**src/rtl/ps2_pkg.sv**
```systemverilog
// Shared PS/2 definitions: host transmitter states, frame size and 50 MHz timing defaults.
package ps2_pkg;

  typedef enum logic [2:0] {
    IDLE,
    INHIBIT,
    REQ,
    WAIT1,
    SEND,
    ACK,
    BUSWAIT,
    ERR
  } ps2_tx_state_e;

  localparam int PS2_FRAME_BITS = 10;

  localparam int PS2_INHIBIT_CYC   = 5000;    // 100 us clock inhibit
  localparam int PS2_START_CYC     = 50;      // 1 us with both lines low
  localparam int PS2_TMO_START_CYC = 750000;  // 15 ms for the device to start clocking
  localparam int PS2_TMO_FRAME_CYC = 100000;  // 2 ms for the rest of the frame
  localparam int PS2_FILTER_LEN    = 8;

  // Host-to-device frame, LSB shifted first: data, odd parity, stop.
  function automatic logic [PS2_FRAME_BITS-1:0] ps2_frame(input logic [7:0] data);
    return {1'b1, ~^data, data};
  endfunction

endpackage

```
**src/rtl/ps2_line_filter.sv**
```systemverilog
// Conditions one asynchronous PS/2 pad: 2-FF synchronizer, glitch filter
// requiring FILTER_LEN consecutive equal samples, and a one-cycle falling-edge strobe.
module ps2_line_filter
  import ps2_pkg::*;
#(
  parameter int FILTER_LEN = PS2_FILTER_LEN
) (
  input  logic clk,
  input  logic rst,
  input  logic line,
  output logic level,
  output logic fall
);

  localparam int CW = $clog2(FILTER_LEN + 1);

  logic [1:0]    sync;
  logic [CW-1:0] run;
  logic          level_d1;

  // Synchronize, then only follow the pad once it has disagreed long enough.
  always_ff @(posedge clk) begin
    if (rst) begin
      sync     <= 2'b11;
      run      <= '0;
      level    <= 1'b1;
      level_d1 <= 1'b1;
    end else begin
      sync     <= {sync[0], line};
      level_d1 <= level;
      if (sync[1] == level) begin
        run <= '0;
      end else if (run == CW'(FILTER_LEN - 1)) begin
        level <= sync[1];
        run   <= '0;
      end else begin
        run <= run + CW'(1);
      end
    end
  end

  assign fall = level_d1 & ~level;

endmodule

```
**src/rtl/ps2_host_tx.sv**
```systemverilog
// PS/2 host-to-device transmitter: inhibit, request-to-send, bit shifting on
// device clock falls, ACK sampling and start/frame timeouts.
module ps2_host_tx
  import ps2_pkg::*;
#(
  parameter int INHIBIT_CYC   = PS2_INHIBIT_CYC,
  parameter int START_CYC     = PS2_START_CYC,
  parameter int TMO_START_CYC = PS2_TMO_START_CYC,
  parameter int TMO_FRAME_CYC = PS2_TMO_FRAME_CYC,
  parameter int FILTER_LEN    = PS2_FILTER_LEN
) (
  input  logic       clk_i,
  input  logic       rst_i,
  input  logic [7:0] tx_data_i,
  input  logic       tx_req_i,
  output logic       tx_busy_o,
  output logic       tx_done_o,
  output logic       tx_ack_o,
  output logic       tx_err_o,
  input  logic       ps2_clk_i,
  input  logic       ps2_data_i,
  output logic       ps2_clk_oe_o,
  output logic       ps2_data_oe_o
);

  localparam int TMO_MAX_A = (TMO_START_CYC > TMO_FRAME_CYC) ? TMO_START_CYC : TMO_FRAME_CYC;
  localparam int TMO_MAX   = (TMO_MAX_A > INHIBIT_CYC) ? TMO_MAX_A : INHIBIT_CYC;
  localparam int TW        = $clog2(TMO_MAX + 1);

  ps2_tx_state_e             state;
  logic [PS2_FRAME_BITS-1:0] frame;
  logic [3:0]                bit_cnt;
  logic [TW-1:0]             tmr;

  logic clk_level, clk_fall;
  logic data_level, data_fall_unused;

  ps2_line_filter #(.FILTER_LEN(FILTER_LEN)) u_clk_filt (
    .clk   (clk_i),
    .rst   (rst_i),
    .line  (ps2_clk_i),
    .level (clk_level),
    .fall  (clk_fall)
  );

  ps2_line_filter #(.FILTER_LEN(FILTER_LEN)) u_data_filt (
    .clk   (clk_i),
    .rst   (rst_i),
    .line  (ps2_data_i),
    .level (data_level),
    .fall  (data_fall_unused)
  );

  function automatic logic [TW-1:0] tmr_inc(input logic [TW-1:0] t);
    return (t == '1) ? t : t + TW'(1);
  endfunction

  // Frame register loads only on acceptance; it carries no control meaning.
  always_ff @(posedge clk_i) begin
    if (state == IDLE && tx_req_i) begin
      frame <= ps2_frame(tx_data_i);
    end
  end

  // Transmit sequencer with registered pad enables and status pulses.
  always_ff @(posedge clk_i) begin
    if (rst_i) begin
      state         <= IDLE;
      ps2_clk_oe_o  <= 1'b0;
      ps2_data_oe_o <= 1'b0;
      tx_busy_o     <= 1'b0;
      tx_done_o     <= 1'b0;
      tx_ack_o      <= 1'b0;
      tx_err_o      <= 1'b0;
      tmr           <= '0;
      bit_cnt       <= '0;
    end else begin
      tx_done_o <= 1'b0;
      tx_err_o  <= 1'b0;
      unique case (state)
        IDLE: begin
          ps2_clk_oe_o  <= 1'b0;
          ps2_data_oe_o <= 1'b0;
          if (tx_req_i) begin
            tx_ack_o     <= 1'b0;
            tx_busy_o    <= 1'b1;
            ps2_clk_oe_o <= 1'b1;
            tmr          <= '0;
            state        <= INHIBIT;
          end
        end
        // Device clock falls here are contention; the host keeps holding the clock.
        INHIBIT: begin
          if (tmr >= TW'(INHIBIT_CYC - 1)) begin
            tmr           <= '0;
            ps2_data_oe_o <= 1'b1;
            state         <= REQ;
          end else begin
            tmr <= tmr_inc(tmr);
          end
        end
        REQ: begin
          if (tmr >= TW'(START_CYC - 1)) begin
            tmr          <= '0;
            ps2_clk_oe_o <= 1'b0;
            state        <= WAIT1;
          end else begin
            tmr <= tmr_inc(tmr);
          end
        end
        WAIT1: begin
          if (clk_fall) begin
            ps2_data_oe_o <= ~frame[0];
            bit_cnt       <= 4'd1;
            tmr           <= '0;
            state         <= SEND;
          end else if (tmr >= TW'(TMO_START_CYC - 1)) begin
            ps2_data_oe_o <= 1'b0;
            state         <= ERR;
          end else begin
            tmr <= tmr_inc(tmr);
          end
        end
        SEND: begin
          tmr <= tmr_inc(tmr);
          if (tmr >= TW'(TMO_FRAME_CYC - 1)) begin
            ps2_data_oe_o <= 1'b0;
            state         <= ERR;
          end else if (clk_fall) begin
            ps2_data_oe_o <= ~frame[bit_cnt];
            bit_cnt       <= bit_cnt + 4'd1;
            if (bit_cnt == 4'(PS2_FRAME_BITS - 1)) begin
              state <= ACK;
            end
          end
        end
        ACK: begin
          tmr <= tmr_inc(tmr);
          if (tmr >= TW'(TMO_FRAME_CYC - 1)) begin
            state <= ERR;
          end else if (clk_fall) begin
            tx_ack_o <= ~data_level;
            tx_err_o <= data_level;
            state    <= BUSWAIT;
          end
        end
        BUSWAIT: begin
          tmr <= tmr_inc(tmr);
          if (tmr >= TW'(TMO_FRAME_CYC - 1)) begin
            state <= ERR;
          end else if (clk_level && data_level) begin
            tx_done_o <= 1'b1;
            tx_busy_o <= 1'b0;
            state     <= IDLE;
          end
        end
        ERR: begin
          ps2_clk_oe_o  <= 1'b0;
          ps2_data_oe_o <= 1'b0;
          tx_err_o      <= 1'b1;
          tx_done_o     <= 1'b1;
          tx_ack_o      <= 1'b0;
          tx_busy_o     <= 1'b0;
          state         <= IDLE;
        end
        default: begin
          ps2_clk_oe_o  <= 1'b0;
          ps2_data_oe_o <= 1'b0;
          tx_busy_o     <= 1'b0;
          state         <= IDLE;
        end
      endcase
    end
  end

endmodule

```
**config.mk**
```make
export PLATFORM = sky130hd
export DESIGN_NAME = ps2_host_tx
export DESIGN_NICKNAME = d
export VERILOG_FILES = /design/src/rtl/ps2_pkg.sv /design/src/rtl/ps2_line_filter.sv /design/src/rtl/ps2_host_tx.sv
export SDC_FILE = /design/constraint.sdc
export NUM_CORES = 1
export LEC_CHECK = 0
export BUFFER_PORTS_ARGS = -buffer_cell sky130_fd_sc_hd__buf_2
export CAP_MARGIN = 25
export CORE_ASPECT_RATIO = 0.75
export CORE_UTILIZATION = 33
export CTS_BUF_LIST = sky130_fd_sc_hd__clkbuf_8
export DETAILED_ROUTE_END_ITERATION = 12
export HOLD_SLACK_MARGIN = 0.05
export SYNTH_ARGS = -nofsm -noshare
export SYNTH_HDL_FRONTEND = slang
export SYNTH_SLANG_ARGS = --single-unit
```
**constraint.sdc**
```tcl
create_clock -name clk_i -period 2.5 [get_ports clk_i]
set_input_delay 0.25 -clock clk_i [delete_from_list [all_inputs] [get_ports clk_i]]
set_output_delay 0.25 -clock clk_i [all_outputs]
set_load 0.02 [all_outputs]
```
# Yosys cells after proc, flatten, opt, wreduce, memory -nomap -nowiden
# Cells that the tools add are included.
# W data, S select, Z words.
dict set report totals {
  ff_bits 57
  out_inout_bits 6
  in_bits 13
  elab_cells 134
}
dict set report classes {
  n_bitwise 7
  n_addsub 4
  n_eq_ne 29
  mux 49
  n_lt_le_gt_ge 5
  reduce_logical 23
}
# op count
set ops {}
lappend ops {{$mux W20} 6}
lappend ops {{$pmux W20 S5} 1}
lappend ops {{$mux W3} 12}
lappend ops {{$pmux W3 S8} 1}
lappend ops {{$add A20 B1 Y20 const B} 1}
lappend ops {{$eq A20 B20 Y1 const B} 1}
lappend ops {{$ge A20 B13 Y1 const B} 1}
lappend ops {{$ge A20 B17 Y1 const B} 1}
lappend ops {{$ge A20 B20 Y1 const B} 1}
lappend ops {{$ge A20 B6 Y1 const B} 1}
lappend ops {{$ne A2 B2 Y1 const B} 10}
lappend ops {{$mux W1} 18}
lappend ops {{$ne A3 B3 Y1 const B} 6}
lappend ops {{$reduce_and A4 Y1} 4}
lappend ops {{$add A4 B1 Y4 const B} 3}
lappend ops {{$eq A3 B3 Y1 const B} 4}
lappend ops {{$mux W4} 3}
lappend ops {{$pmux W1 S3} 3}
lappend ops {{$reduce_bool A3 Y1} 3}
lappend ops {{$reduce_or A3 Y1} 3}
lappend ops {{$eq A4 B3 Y1 const B} 2}
lappend ops {{$pmux W4 S2} 1}
lappend ops {{$reduce_and A8 Y1} 1}
lappend ops {{$reduce_xnor A8 Y1} 1}
lappend ops {{other kinds (18)} 29}

# Longest topological paths before layout
dict set report depth {
  depth_word 6
  ltp_mapped 10
  depth_no_buf 8
}

# Cells and area by module
# Synthesis repeated with hierarchy kept, for this count alone.
dict set report hier_totals {
  hier_cells 350
  area_unflattened_um2 3103.0
}
# module seq_area_each_um2 cells_each n_inst area_per_inst_um2
set modules_own_cells {}
lappend modules_own_cells {ps2_host_tx 930.9 296 1 2539.9}
lappend modules_own_cells {ps2_line_filter 160.2 27 2 281.5}

# Worst setup path after synthesis
# Ideal clock, no wire load.
dict set report synth_timing {
  path_kind {register to register}
  from {register tmr[5]}
  to {register tmr[1]}
  path_stages_with_launch 11
  setup_time_ns 0.117
  required_ns 2.383
  path_buffers 4
  synth_period_minus_slack_ns 2.305
  t_arrival_ns 2.187
  slack_ns 0.195
  cell_sequence {dfxtp_1 > buf_2 > and4_1 > buf_2 > or4b_1 > clkbuf_1 > o31a_1 > o21ai_2 > buf_4 > mux2i_1 > nor2_1}
}
dict set report synth_via {
  elab_chain_len 5
  word_cells_on_any_way 12
  cone_classes {3 x order compare; 2 x eq/ne; 6 x mux; 1 x reduce/logical}
}
# item line_no
set synth_rtl {}
lappend synth_rtl {{start: declaration} ps2_host_tx.sv:33} ;# logic [TW-1:0] tmr;
lappend synth_rtl {{start signal: assignment} ps2_host_tx.sv:99} ;# tmr <= tmr_inc(tmr);
lappend synth_rtl {{start signal: assignment} ps2_host_tx.sv:108} ;# tmr <= tmr_inc(tmr);
lappend synth_rtl {{start signal: assignment} ps2_host_tx.sv:121} ;# tmr <= tmr_inc(tmr);
lappend synth_rtl {{branches (longest 5 deep; another with $ge A20 B6 Y1)} --}
# Parallel ways; which one is timed is not known. The select of a mux whose other input is x is not followed.
# A chain may end at the register's enable or synchronous reset.

# Worst setup path in the final report
dict set report layout_timing {
  from {register tmr[14]}
  to {register state[1]}
}
dict set report layout_via {
  elab_chain_len 3
  word_cells_on_any_way 16
  cone_classes {4 x order compare; 7 x eq/ne; 4 x mux; 1 x reduce/logical}
}
# item line_no
set layout_rtl {}
lappend layout_rtl {{$ge A20 B17 Y1, or another cell as far along} {ps2_host_tx.sv:126, ps2_host_tx.sv:139, ps2_host_tx.sv:149}}
lappend layout_rtl {{$ne A3 B3 Y1 (no line), or another cell as far along} --}
lappend layout_rtl {{$reduce_and A8 Y1 (no line) or $pmux W3 S8 (tied branches)} --}
lappend layout_rtl {{end signal: assignment} ps2_host_tx.sv:128} ;# state <= ERR;
lappend layout_rtl {{end signal: assignment} ps2_host_tx.sv:140} ;# state <= ERR;
lappend layout_rtl {{end signal: assignment} ps2_host_tx.sv:150} ;# state <= ERR;
lappend layout_rtl {{end: declaration} ps2_host_tx.sv:30} ;# ps2_tx_state_e state;
# Several ways; a longest one is shown, not always the timed one.

==> flow_summary.rst <==
.. list-table::
   :header-rows: 1

   * - Metric
     - Value
   * - DRC viols
     - 0
   * - Max_slew headroom
     - 0.559
   * - Avg Vias per Cell
     - 5.54
   * - Routability-driven placement congestion ratio
     - 0.887
   * - Multiplexer fraction of the synthesized cell area
     - 0.0182
   * - Proportion of synthesized flip-flops having asynchronous set or reset
     - 0
   * - Global Route Usage Sum
     - 0.165
   * - Core area
     - 8670 sq um
   * - Total nets after synthesis
     - 370
   * - Fraction of layout instances using a drive strength above 1
     - 0.213
   * - Pre-antenna DRT Iters
     - 5
   * - Largest vdd supply drop
     - 0.295 mV
   * - Critical path type
     - reg -> reg
   * - Placement-stage worst setup slack
     - 0.0538 ns
   * - Global-route wire length before repair
     - 12,300 um
   * - # placed instances
     - 490
   * - Run status
     - finished clean
   * - Initial core utilization
     - 0.349
   * - Origin of the critical flop-to-flop path
     - tmr[14]
   * - Clock sink total
     - 57
   * - Min Clock Period, post-route
     - 2.39 ns
   * - Placement Rows
     - 29
   * - Leakage power
     - 1.34 nW
   * - Number of non-filler instances in the completed layout
     - 507
   * - Delay of the slowest cell on the worst path
     - 0.52 ns
   * - Number of diodes added for antenna fixing
     - 0
   * - Maximum root-to-sink buffer count
     - 2
   * - Area share of the leading cell type in the synthesized netlist
     - 0.318
   * - Vias in the first global route
     - 2,530
   * - Path type of the worst min-delay path
     - in -> reg
   * - Number of synthesis warnings
     - 0
   * - Starting DRT DRC Count
     - 219
   * - Die width
     - 113 um
   * - Portion of the post-synthesis area used by sequential elements
     - 0.407
   * - Critical path required time
     - 2.74 ns
   * - Dominant register cell in the synthesized netlist
     - sky130_fd_sc_hd__dfxtp_1
   * - Number of nets at the end of the flow
     - 414
   * - Crit share post-route
     - 0.956
   * - Post-synthesis to final-layout area growth
     - 22.6%
   * - WP data arrival
     - 2.63 ns
   * - Compound-cell area share of the yosys netlist
     - 0.197
   * - CTS tree
     - yes
   * - Maximum number of pins on one net before global-route repair
     - 22
   * - Final-report hold violation count
     - 0
   * - Xor and xnor area share after synthesis
     - 0.0550
   * - H-tree depth
     - 3
   * - Y dimension of the die
     - 84.9 um
   * - Largest clock skew in the final design
     - 0.00707 ns
   * - Timing startpoint of the critical path
     - tmr[14]
   * - Number of distinct library cells after synthesis
     - 60
   * - Input/output buffers
     - 18
   * - Setup crit start kind
     - flip-flop
   * - Number of max-cap violations
     - 0
   * - I/O pin total
     - 19
   * - Sum of negative setup slack
     - 0 ns
   * - Slowest stage cell on the critical path
     - sky130_fd_sc_hd__or4_4
   * - Summed instance area of the synthesized netlist
     - 3020 sq um
   * - Routed Wire Length
     - 7370 um
   * - Clock tree root driver cell
     - sky130_fd_sc_hd__clkbuf_8
   * - Worst Tran Pin Value
     - 0.656 ns
   * - Worst setup EP type
     - flip-flop
   * - Vias post-DR
     - 2,807
   * - List of most frequent post-synthesis cells
     - sky130_fd_sc_hd__dfxtp_1 (48), sky130_fd_sc_hd__nor2_1 (38), sky130_fd_sc_hd__nand2_1 (21)
   * - Clock slew at the register clock pins of the worst setup and hold paths
     - 0.06 ns
   * - Worst Setup Slack, final
     - 0.109 ns
   * - Core Util, Final
     - 0.428
   * - Largest family of logic cells by synthesized area
     - simple AND/OR/NAND/NOR gates
   * - Detailed placement HPWL
     - 5290 um
   * - Global route total overflow
     - 0
   * - Average cell area after synthesis
     - 8.64 sq um
   * - Simple logic cell fraction of the synthesized area
     - 0.252
   * - RSZ-0062 raised after global routing
     - false
   * - CTS Buf Count
     - 9
   * - Skew-Pair Late Insertion Delay
     - 0.34 ns
   * - Maximum fanout encountered on the critical timing path
     - 6
   * - Pins Over Slew Limit
     - 0
   * - F_max
     - 0.418 GHz
   * - Count of final setup violators
     - 0
   * - Pwr per Cell Area
     - 763 nW/um^2
   * - Number of storage elements in the synthesis netlist
     - 57
   * - HP Start
     - ps2_data_i
   * - Initial antenna violation count
     - 0
   * - Largest cells by area after synthesis
     - sky130_fd_sc_hd__dfxtp_1 (32%), sky130_fd_sc_hd__edfxtp_1 (8.9%), sky130_fd_sc_hd__nor2_1 (4.7%)
   * - Most numerous cell in the Yosys netlist
     - sky130_fd_sc_hd__dfxtp_1
   * - Cells along the critical path
     - nand3_1, or4_4, o31a_1, a221o_1, or2_1, a31o_1
   * - Post-synth EDFFs
     - 9
   * - Synthesized instance count
     - 350
   * - Fill cell count
     - 850
   * - Overall die area
     - 9560 sq um
   * - Adder-cell share of the synthesized area
     - 0.0290
   * - Top cell type by total area after synthesis
     - sky130_fd_sc_hd__dfxtp_1
   * - ANT nets after route
     - 0
   * - Routed len/inst
     - 14.5 um
   * - Worst hold slack across all endpoints
     - 0.0860 ns
## cell usage in the layout (no fill, tap or decap), drive strengths merged, types with 3 or more instances in the layout
cell     instances
a2111oi          3
a211oi           6
a21o             3
a21oi           20
a31oi            3
and3             3
and4             4
buf             51
bufinv           3
clkbuf          10
dfxtp           48
edfxtp           9
ha               7
inv             14
nand2           21
nand3           16
nand3b           3
nand4            9
nor2            38
nor2b            3
nor3            15
nor4             7
o211ai           3
o21ai           17
o31ai            8
or2              8
or3              6
or4              7
xnor2           15
xor2             4
## registers in the layout (all words and copies together), names as in the netlist, 2 cells and up
name / count
u_data_filt.run: 4
tmr: 20
u_clk_filt.run: 4
state: 3
frame: 9
bit_cnt: 4
u_clk_filt.sync: 2
u_data_filt.sync: 2
## where the power goes
group / total [mW] / switching, mW / internal, mW / leakage [nW]
logic: 0.681 / 0.394 / 0.287 / 0.746
registers: 1.09 / 0.0694 / 1.02 / 0.475
clock network: 1.05 / 0.371 / 0.683 / 0.124
total: 2.83 / 0.834 / 2.00 / 1.34
## routing by layer
| layer | vias up | routed length, um | global-route usage |
|---|---|---|---|
| met5 | - | 0 | 0 |
| met4 | 0 | 146 | 0.0764 |
| met3 | 12 | 538 | 0.0407 |
| met2 | 101 | 2990 | 0.226 |
| met1 | 1299 | 3700 | 0.239 |
| li1 | 1395 | - | - |
## through the flow
stage	area [sq um]	power, mW
2_1_floorplan	3020	1.54
3_3_place_gp	3430	1.74
3_5_place_dp	3430	1.75
4_1_cts	3670	2.81
5_1_grt	3710	2.98
6_report	3710	2.83
## worst max-delay path: cells and delay by family, from the launching register on
family	cells	cell delay, ns
AOI/OAI and AO/OA	3	0.96
DFF	1	0.37
and+or+nand+nor	3	0.95
## path summary, 6_finish.rpt
kind,to,slack (ns),cells past startpoint
worst max-delay path,state[1],0.11,6
worst min-delay path,u_data_filt.sync[0],0.09,2
worst max register to register,state[1],0.11,6
worst min register to register,u_data_filt.sync[1],0.41,1
## area by class of cell
class                   instances  area (sq um)  area share
clock buffers                  10           138      0.0371
clock inverters                 6           106      0.0287
inverters                      14          52.6      0.0142
multi-input cells             261          1690       0.457
flip-flops and latches         57          1230       0.332
well taps                     108           135      0.0364
repair buffers                 51           350      0.0945
## kinds of logic after synthesis
logic type,after synthesis
AO/OA/AOI/OAI,86
multiplexers,3
XOR/XNOR,19
flip-flops,57
AND/OR/NAND/NOR,146
adder cells (fa/ha/maj),7
buffers and inverters,32
## timing repair
| action | CTS | global route |
|---|---|---|
| hold buffers | 0 | 0 |
| endpoints found under the setup margin | 0 | 23 |
| buffers inserted | 0 | 1 |
| resized for setup | 0 | 8 |
(Power assumes the default switching activity.)
